===== config.mk =====
export PLATFORM = sky130hd
export DESIGN_NAME = output_result_fifo
export DESIGN_NICKNAME = d
export VERILOG_FILES = /design/src/rtl/output_result_fifo.sv
export SDC_FILE = /design/constraint.sdc
export NUM_CORES = 1
export LEC_CHECK = 0
export CAP_MARGIN = 20
export CORE_MARGIN = 4
export CORE_UTILIZATION = 40
export CTS_BUF_LIST = sky130_fd_sc_hd__clkbuf_2 sky130_fd_sc_hd__clkbuf_4 sky130_fd_sc_hd__clkbuf_8
export DETAILED_ROUTE_END_ITERATION = 10
export PLACE_DENSITY_LB_ADDON = 0.1
export SETUP_SLACK_MARGIN = 0.05
export SLEW_MARGIN = 10
export SYNTH_ARGS = -nofsm -noshare
export SYNTH_HDL_FRONTEND = slang
export SYNTH_SLANG_ARGS = --single-unit

===== constraint.sdc =====
create_clock -name clk -period 4.1 [get_ports clk]
set_input_delay 0.82 -clock clk [delete_from_list [all_inputs] [get_ports clk]]
set_output_delay 0.82 -clock clk [all_outputs]
set_load 0.02 [all_outputs]

===== src/rtl/output_result_fifo.sv =====
`default_nettype none
// ============================================================================
// Module   : output_result_fifo
// Purpose  : DEPTH-entry first-word-fall-through FIFO for ALU results with a
//            valid/ready output, occupancy, full/empty and sticky overflow.
// Revision : 1.0 - initial release
// ============================================================================
module output_result_fifo #(
    parameter int WIDTH  = 16,
    parameter int DEPTH  = 4,
    parameter int ADDR_W = $clog2(DEPTH)
) (
    input  logic              clk,
    input  logic              reset_n,
    input  logic [WIDTH-1:0]  in_data,
    input  logic              load,
    input  logic              clear,
    output logic [WIDTH-1:0]  out_data,
    output logic              out_valid,
    input  logic              out_ready,
    output logic [ADDR_W:0]   count,
    output logic              full,
    output logic              empty,
    output logic              overflow
);

    localparam logic [ADDR_W:0] c_depth = (ADDR_W+1)'(DEPTH);
    localparam logic [ADDR_W:0] c_one   = (ADDR_W+1)'(1);

    logic [WIDTH-1:0]  r_mem [DEPTH];
    logic [ADDR_W:0]   r_wr_ptr;
    logic [ADDR_W:0]   r_rd_ptr;
    logic              r_overflow;

    logic [ADDR_W:0]   w_count;
    logic              w_full;
    logic              w_empty;
    logic              w_pop;
    logic              w_push;

    // Pointers carry one extra bit so equal indices can mean either full or empty.
    assign w_count = r_wr_ptr - r_rd_ptr;
    assign w_empty = (r_wr_ptr == r_rd_ptr);
    assign w_full  = (w_count == c_depth);
    assign w_pop   = ~w_empty & out_ready;
    assign w_push  = load & (~w_full | w_pop);

    always_ff @(posedge clk or negedge reset_n) begin
        if (!reset_n) begin
            r_wr_ptr   <= '0;
            r_rd_ptr   <= '0;
            r_overflow <= 1'b0;
        end else if (clear) begin
            r_wr_ptr   <= '0;
            r_rd_ptr   <= '0;
            r_overflow <= 1'b0;
        end else begin
            if (w_push)
                r_wr_ptr <= r_wr_ptr + c_one;
            if (w_pop)
                r_rd_ptr <= r_rd_ptr + c_one;
            if (load & ~w_push)
                r_overflow <= 1'b1;
        end
    end

    // Storage holds no reset; stale entries are never visible because out_data is masked when empty.
    always_ff @(posedge clk) begin
        if (w_push & ~clear)
            r_mem[r_wr_ptr[ADDR_W-1:0]] <= in_data;
    end

    assign out_data  = w_empty ? '0 : r_mem[r_rd_ptr[ADDR_W-1:0]];
    assign out_valid = ~w_empty;
    assign count     = w_count;
    assign full      = w_full;
    assign empty     = w_empty;
    assign overflow  = r_overflow;

endmodule
`default_nettype wire


==> run metrics <==
synthesized net count=188; Largest stage delay, worst path=0.65 ns; max cap viols=0; hold wc startpoint=overflow; layout cell share with drive strength beyond 1=0.2064; critical path startpoint category=flip-flop; IO Pins=44; outcome=complete, no violations; Arrival @ worst endpoint=2.63 ns; CTS Sinks=71; Critical-path top delay cell=clkdlybuf4s50_1; final core utilization=0.5275; fin nets=242; R2R Setup Slk=1.29 ns; post-synth top area share=0.6429; TritonRoute pass-1 iters=4; clk_lat worst skew=between 0.3 and 0.4 ns; largest net degree at the start of global routing=19; first-pass GRT wire length=8.749 mm; CTS buffer count=9; per-cell routed wire length=17.76 um; Final Total Pwr=2.584 mW; setup TNS=0 ns; Root Driver=clkbuf_8; vias in the first global route=1,677; minimum clock period=3.446 ns; Post-synth top flop=edfxtp_1; Core Rows=31; pre-CTS setup slack=roughly 1.0 ns; R2R depth=7; total gr overflow=0; WL final=5.631 mm; htree depth=3; core area=7253 um2; clk slew on worst S/H paths=around 0.07 ns; Ant. Diodes=0; Area Growth Syn to Fin=28.00%; worst-path cell chain=inv_1 -> ha_1 -> fa_1 -> nand3b_1 -> mux2i_4 -> clkdlybuf4s50_1; HP Class=reg -> reg; area leader, netlist=edfxtp_1; peak supply drop=0.2746 mV; # DRC=0; TritonCTS clock tree=done; routability cong.=around 0.83; Hold Fails Final Rpt=0; cts hold-fix bufs=0; antenna violations before repair=0; Die Wd=94.45 um; Avg Cell Area, Syn=18.80 um2; Port Buffers=43; crit path kind=reg -> out; GRT Overall Usage=0.1386; LEAKAGE=~1.3 nW; most instantiated library cell after synthesis=edfxtp_1; Synth warnings=0; power per cell area=a little under 700 nW/um2; post_cts resized=0; asr flop ratio synth=0.09859; RSZ-0062 raised after global routing=no; period utilization=0.8405; synth top area cells=edfxtp_1, mux4_2, dfrtp_1, nor2b_1, ha_1; WHS Path Cells=2; vias=1,527; final slew viol count=0; Initial Util=0.4121; area of the die=8920 um2; clock skew=approximately 0.013 ns; synthesized cell area=about 3000 um2; Post-CTS Setup Repair Bufs=0; CTS max path bufs=2; worst slew pin tran=0.8300 ns; dpl hpwl=~3.5 mm; sequential fraction of the synthesis area=0.7015; Syn Inst Count=159; Iteration-0 DRC Markers=58; Chip Height=94.45 um; Vias/cell=a little under 5; worst flop-to-flop path endpoint=r_mem[0][15]; crit path max fanout=5; final worst slack=0.6540 ns; post-synth cell types=29; post-synthesis register bit count=71; worst r2r src=r_wr_ptr[0]; commonest cells in the netlist=edfxtp_1, nor2b_1, mux4_2; Slew HR=0.4467; Hold Path End=overflow; element type at the critical path end=output pin; EDFF count, synth=64; final setup fails=0; Detail Route Antenna Nets=0; Fmax=0.2902 GHz; Req. time, crit path=3.28 ns
[cell type report]
cell class,instances,area (um2)
Fill cell,618,3427
Sequential cell,71,2097
Multi-Input combinational cell,76,839.6
Timing Repair Buffer,49,475.5
Clock inverter,7,143.9
Clock buffer,9,123.9
Tap cell,99,123.9
Inverter,6,22.52
[worst max-delay path: cells and delay by family (launching register included)]
kind / cells / cell delay, ns
buf+inv: 2 / 0.77
flops: 1 / 0.41
simple gates: 1 / 0.13
mux: 1 / 0.24
fa+ha+maj: 2 / 0.74
[per-stage QoR]
step	std cells	hold slack [ns]	instance area, um2
finish	317	0.5122	3826
global route	317	0.5710	3826
CTS	317	0.5203	3826
detailed placement	301	0.5020	3558
global placement	301	0.5055	3558
floorplan	159	0.5244	2989
[cells by family after synthesis]
family | Yosys count | synth area share
AO/OA/AOI/OAI | 6 | 0.01591
buffers and inverters | 12 | 0.01758
multiplexers | 21 | 0.1448
adder cells (fa/ha/maj) | 8 | 0.03600
AND/OR/NAND/NOR | 36 | 0.06697
flip-flops | 71 | 0.7015
XOR/XNOR | 5 | 0.01717
[per-layer routing]
metal / up-vias / wire, um / track usage
met2: 33 / 2895 / 0.2270
met5: - / 0 / 0
met1: 769 / 2399 / 0.1715
li1: 715 / - / -
met3: 10 / 215 / 0.03506
met4: 0 / 121 / 0.06859
[placed cells by master, fill, tap and decap left out]
| master | count |
|---|---|
| bufinv_16 | 4 |
| a21oi_1 | 1 |
| nor2b_1 | 17 |
| mux2i_4 | 1 |
| xnor2_2 | 1 |
| xnor2_1 | 1 |
| nand2b_1 | 3 |
| nand3b_1 | 1 |
| clkdlybuf4s50_1 | 43 |
| a21oi_2 | 1 |
| clkbuf_8 | 9 |
| fa_1 | 1 |
| a31oi_1 | 1 |
| o21ai_2 | 1 |
| ha_1 | 7 |
| a21boi_2 | 1 |
| inv_1 | 6 |
| nand3_1 | 1 |
| nor2_1 | 8 |
| clkinvlp_4 | 2 |
| mux2_4 | 2 |
| nand2_1 | 2 |
| inv_6 | 1 |
| mux4_2 | 16 |
| buf_4 | 6 |
| dfrtp_1 | 7 |
| mux2i_1 | 2 |
| edfxtp_1 | 64 |
| xor2_1 | 3 |
| o211ai_1 | 1 |
| and2_1 | 4 |
[flip-flops by register name (all words and copies together), names as in the netlist]
signal,flops
overflow,1
r_mem,64
r_rd_ptr,3
r_wr_ptr,3
[worst max-delay path by stage]
| stage | end | slack [ns] | startpoint |
|---|---|---|---|
| finish | full | 0.65 | r_wr_ptr[0] |
| global route | full | 0.50 | r_wr_ptr[0] |
| CTS | full | 0.64 | r_wr_ptr[0] |
| detailed placement | full | 1.03 | r_wr_ptr[0] |
| global placement | full | 1.09 | r_wr_ptr[0] |
| floorplan | out_valid | 1.18 | r_rd_ptr[1] |
[where the power goes]
| part | internal (mW) | leakage [nW] | total [mW] | switching [mW] |
|---|---|---|---|---|
| registers | 0.845 | 0.677 | 0.863 | 0.0187 |
| clock network | 0.467 | 0.126 | 0.727 | 0.259 |
| logic | 0.473 | 0.512 | 0.993 | 0.520 |
(Power assumes the default switching activity.)
